===== src/rtl/bios_pkg.sv =====
// Shared definitions for the boot subsystem: RAM read-owner encoding and read latency.
package bios_pkg;

  typedef enum logic [1:0] {
    OWN_NONE = 2'd0,
    OWN_BIOS = 2'd1,
    OWN_CPU  = 2'd2
  } ram_arb_owner_t;

  localparam int unsigned RAM_READ_LATENCY = 1;

endpackage


===== src/rtl/ram_arb_pick.sv =====
// Two-input grant picker (bit 0 = BIOS, bit 1 = CPU).
// RAM_ARB_RR_EN selects round-robin on contention; otherwise BIOS has fixed priority.
module ram_arb_pick (
  input  logic [1:0] elig_i,
  input  logic       last_c_i,
  output logic [1:0] gnt_o
);

`ifndef RAM_ARB_RR_EN
  logic unused_last_c;
  assign unused_last_c = last_c_i;
`endif

  always_comb begin
    gnt_o = '0;
    if (elig_i == 2'b11) begin
`ifdef RAM_ARB_RR_EN
      // Winner is whichever requester did not take the previous grant.
      gnt_o = last_c_i ? 2'b01 : 2'b10;
`else
      gnt_o = 2'b01;
`endif
    end else begin
      gnt_o = elig_i;
    end
  end

endmodule


===== src/rtl/ram_arbiter.sv =====
// Shares the RAM port between the BIOS loader and the CPU; one-cycle read return.
// RAM_ARB_RR_EN enables round-robin contention with a last-grant register.
module ram_arbiter
  import bios_pkg::*;
#(
  parameter int ADDR_WIDTH = 31,
  parameter int DATA_WIDTH = 31
) (
  input  logic                  clk,
  input  logic                  rst,
  input  logic                  clk_en,
  input  logic                  i_booted,
  input  logic                  i_b_req,
  input  logic                  i_b_we,
  input  logic [ADDR_WIDTH:0]   i_b_addr,
  input  logic [DATA_WIDTH:0]   i_b_wdata,
  input  logic [3:0]            i_b_be,
  input  logic                  i_c_req,
  input  logic                  i_c_we,
  input  logic [ADDR_WIDTH:0]   i_c_addr,
  input  logic [DATA_WIDTH:0]   i_c_wdata,
  input  logic [3:0]            i_c_be,
  output logic                  o_b_gnt,
  output logic                  o_c_gnt,
  output logic                  o_b_rvalid,
  output logic                  o_c_rvalid,
  output logic [DATA_WIDTH:0]   o_b_rdata,
  output logic [DATA_WIDTH:0]   o_c_rdata,
  output logic                  o_ram_read_req,
  output logic                  o_ram_write_enable,
  output logic [ADDR_WIDTH:0]   o_ram_addr,
  output logic [DATA_WIDTH:0]   o_ram_write_data,
  output logic [3:0]            o_ram_byte_enable,
  input  logic [DATA_WIDTH:0]   i_ram_read_data
);

  logic           en;
  logic [1:0]     elig;
  logic [1:0]     gnt;
  logic           last_c;
  logic           rd_b;
  logic           rd_c;
  ram_arb_owner_t state_q, state_d;

  assign en   = clk_en & rst;
  assign elig = {i_c_req & i_booted, i_b_req} & {2{en}};

  ram_arb_pick u_pick (
    .elig_i   (elig),
    .last_c_i (last_c),
    .gnt_o    (gnt)
  );

`ifdef RAM_ARB_RR_EN
  logic last_c_q, last_c_d;

  always_comb begin
    last_c_d = last_c_q;
    if (|gnt) last_c_d = gnt[1];
  end

  always_ff @(posedge clk or negedge rst) begin
    if (!rst) last_c_q <= 1'b1;
    else      last_c_q <= last_c_d;
  end

  assign last_c = last_c_q;
`else
  assign last_c = 1'b1;
`endif

  assign o_b_gnt = gnt[0];
  assign o_c_gnt = gnt[1];
  assign rd_b    = gnt[0] & ~i_b_we;
  assign rd_c    = gnt[1] & ~i_c_we;

  always_comb begin
    o_ram_read_req     = 1'b0;
    o_ram_write_enable = 1'b0;
    o_ram_addr         = '0;
    o_ram_write_data   = '0;
    o_ram_byte_enable  = '0;
    if (gnt[0]) begin
      o_ram_read_req     = ~i_b_we;
      o_ram_write_enable = i_b_we;
      o_ram_addr         = i_b_addr;
      o_ram_write_data   = i_b_wdata;
      o_ram_byte_enable  = i_b_be;
    end else if (gnt[1]) begin
      o_ram_read_req     = ~i_c_we;
      o_ram_write_enable = i_c_we;
      o_ram_addr         = i_c_addr;
      o_ram_write_data   = i_c_wdata;
      o_ram_byte_enable  = i_c_be;
    end
  end

  always_comb begin
    state_d = state_q;
    if (en) begin
      if (rd_b)      state_d = OWN_BIOS;
      else if (rd_c) state_d = OWN_CPU;
      else           state_d = OWN_NONE;
    end
  end

  always_ff @(posedge clk or negedge rst) begin
    if (!rst) state_q <= OWN_NONE;
    else      state_q <= state_d;
  end

  assign o_b_rvalid = (state_q == OWN_BIOS);
  assign o_c_rvalid = (state_q == OWN_CPU);
  assign o_b_rdata  = o_b_rvalid ? i_ram_read_data : '0;
  assign o_c_rdata  = o_c_rvalid ? i_ram_read_data : '0;

endmodule

===== config.mk =====
export PLATFORM = sky130hd
export DESIGN_NAME = ram_arbiter
export DESIGN_NICKNAME = d
export VERILOG_FILES = /design/src/rtl/bios_pkg.sv /design/src/rtl/ram_arb_pick.sv /design/src/rtl/ram_arbiter.sv
export SDC_FILE = /design/constraint.sdc
export NUM_CORES = 1
export LEC_CHECK = 0
export CAP_MARGIN = 20
export CELL_PAD_IN_SITES_DETAIL_PLACEMENT = 0
export CELL_PAD_IN_SITES_GLOBAL_PLACEMENT = 1
export CORE_MARGIN = 2
export CORE_UTILIZATION = 10
export DETAILED_ROUTE_END_ITERATION = 12
export PLACE_DENSITY_LB_ADDON = 0.1
export SLEW_MARGIN = 20
export SYNTH_ARGS = -nofsm -noshare
export SYNTH_HDL_FRONTEND = slang
export SYNTH_SLANG_ARGS = --single-unit
export TNS_END_PERCENT = 20

===== constraint.sdc =====
create_clock -name clk -period 1.45 [get_ports clk]
set_input_delay 0.29 -clock clk [delete_from_list [all_inputs] [get_ports clk]]
set_output_delay 0.29 -clock clk [all_outputs]
set_load 0.05 [all_outputs]

==> impl_metrics.yaml <==
status:
  status: "finished with violations"
  violations: "negative setup slack"
timing:
  max_freq_mhz: 595
  slew_viol_final: 0
  hold_viol_final: 0
  skew_ps: 0
  fin_crit_sh_pct: 116
  worstMarginPinSlew_ps: 203
  fin_ws_ps: -230
  slew_headroom_pct: 86.4
  setup_viol: 136
  whs_ps: 1.20
  rsz0062_at_grt: "yes"
  fin_crit_ps: 1680
logic_synthesis:
  ys_ff_latch: 2
  postSynthAreaPerCell_um2: 7.87
  post_synth_inst_count: 177
  synth.largest_area_cell: "a32o_1"
  yosysUniqueCellTypes: 16
  synth_nets: 353
  synth_ff_type: "dfrtp_1"
  yosys_warnings: 0
  synth.yosys.seq_area_share_pct: 3.59
  synth.area.top_cells: "a32o_1 (50%), and2_1 (29%), buf_2 (5.4%)"
  synth_edf_count: 0
  synthArstFlopShare_pct: 100
  synth_top_area_share_pct: 49.6
  syn_area_mm2: 0.00139
placed_design:
  dp_cells: 655
  place_worst_setup_slack_ps: -662
  place_area_mm2: 0.00623
  gp_congestion: 0.822
  dp.final_hpwl_um: 10300
  port_buffers: 313
cts:
  clk_path_buf_depth: 2
  clkLatencyLatePin_ps: 230
  cts.clk_slew.worst_paths_ps: 30
  htree_levels: 1
  cts_root_buffer: "clkbuf_16"
  cts_tree: "done"
  cts_buffers: 3
  cts_sinks: 2
power_and_ir_drop:
  powerDensity_mw_per_mm2: 406
  leakage_nw: 2.95
  clkPwrFrac_pct: 15.9
  pwr-share-comb_pct: 81.7
  switching_share_pct: 39.5
  p_int_mw: 1.65
  ir_drop_uv: 259
  power_switching_mw: 1.08
  p_seq_share_pct: 2.4
layout:
  largest_register_ffs: 2
  syn2layout_area_growth_pct: 383
  regMostFlops: "state_q"
  diodes: 0
  layout_common_cells: "clkdlybuf4s50_1 (170), buf_12 (147), a32o_2 (68)"
  num-nets-final: 669
  reg.largest.list: "state_q: 2 flops"
  final_core_util_pct: 49.0
  finalNonFillerCells: 671
  final_common_cell: "clkdlybuf4s50_1"
  final_area_mm2: 0.00673
  drive_above_1_share_pct: 59.1
worst_setup_path:
  path_class: "input pin to output port"
  r2r-end: "state_q[1]"
  crit_fanout: 22
  rr_worst_depth: 1
  cp-end-kind: "output port"
  reg2reg_slack_ps: 760
  worstSetupStartpointType: "input pin"
  reg2reg_from: "state_q[1]"
  arrival_ps: 1390
  cp.required_ps: 1160
routing:
  drt-vias-per-instance: 4.36
  firstDrtPassIters: 4
  wl_per_cell_um: 19.9
  ant_nets: 0
  drc_errors: 0
  num_vias: 2927
  wl_um: 13300
  first_iter_violations: 80
global_route:
  grt_max_degree: 36
  grt_pass1_vias: 3154
  track_usage_pct: 16.7
  grt_pass1_wl_um: 19200
  overflow: 0
  antenna_found_initial: 0
min_path:
  hold_path_class: "input pin to asynchronous set/reset pin"
floorplanning:
  ios: 314
  die_area_mm2: 0.0149
  die_x_um: 122
  start_util_pct: 10.2
  core_area_mm2: 0.0137
  die_y_um: 122
  placement_rows: 43
flow_run:
  maxCapViolCount: 0
worst max-delay path, cell delays in order:
cell    delay (ps)
buf_2          140
and2_4         210
buf_4          150
buf_12         150
a32o_2         290
buf_12         150
power by group through the flow:
stage / Combinational (mW) / Clock (mW) / Sequential (mW)
after global placement: 2.11 / 0 / 0.0647
after global routing: 2.32 / 0.441 / 0.0672
after detailed placement: 2.12 / 0 / 0.0647
after floorplan: 0.820 / 0 / 0.0631
final: 2.23 / 0.434 / 0.0662
after CTS: 2.23 / 0.435 / 0.0651
worst max-delay path by stage:
stage / depth (start not counted) / endpoint / startpoint / slack, ps
floorplan: 4 / o_ram_addr[10] / i_b_req / -100
global placement: 5 / o_ram_write_data[23] / i_b_req / -670
detailed placement: 5 / o_ram_write_data[30] / i_b_req / -660
CTS: 5 / o_ram_write_enable / clk_en / -230
global route: 4 / o_b_rdata[6] / state_q[0] / -290
finish: 6 / o_ram_addr[13] / clk_en / -230
cell families (layout without fill, tap and decap cells):
family	after synthesis	after routing	synth area share, %
buffers and inverters	30	344	12.4
AND/OR/NAND/NOR	73	73	32.7
flip-flops	2	2	3.59
AO/OA/AOI/OAI	72	72	51.3
final cells by class:
type | count | area (µm²)
multi-input combinational | 145 | 1400
fill | 1263 | 6990
sequential | 2 | 50.0
clock buffer | 3 | 75.1
timing repair buffer | 340 | 4970
tap | 180 | 225
inverter | 1 | 8.76
per-stage QoR:
stage / power [mW] / TNS (ps)
final: 2.73 / -23650
after global routing: 2.83 / -29950
after CTS: 2.73 / -24050
after detailed placement: 2.19 / -43630
after global placement: 2.17 / -44270
after floorplan: 0.883 / -10180
cells in the mapped netlist, types with 2 or more instances:
cell type and number:
clkbuf_1 8, buf_2 15, a32o_1 69, nand3b_1 2, and2_1 65, o2bb2ai_1 2, dfrtp_1 2, nor2b_1 2
buf_6 5
per-layer routing:
layer	part of all wire, %	vias up	track usage (%)
met1	35	1379	18.0
met5	0	-	0
met4	1.0	0	2.37
met3	11	11	5.81
li1	-	1362	-
met2	53	175	31.8
what timing repair did:
action / in CTS / in global routing
endpoints found under the setup margin: 137 / 136
pin swaps: 44 / 69
gates resized for setup: 100 / 20
setup buffers: 3 / 2
hold buffers: 1 / 0
cloned: 6 / 1
endpoints found under the hold margin: 1 / 0
Note: power is estimated with default switching activity, not from simulation.
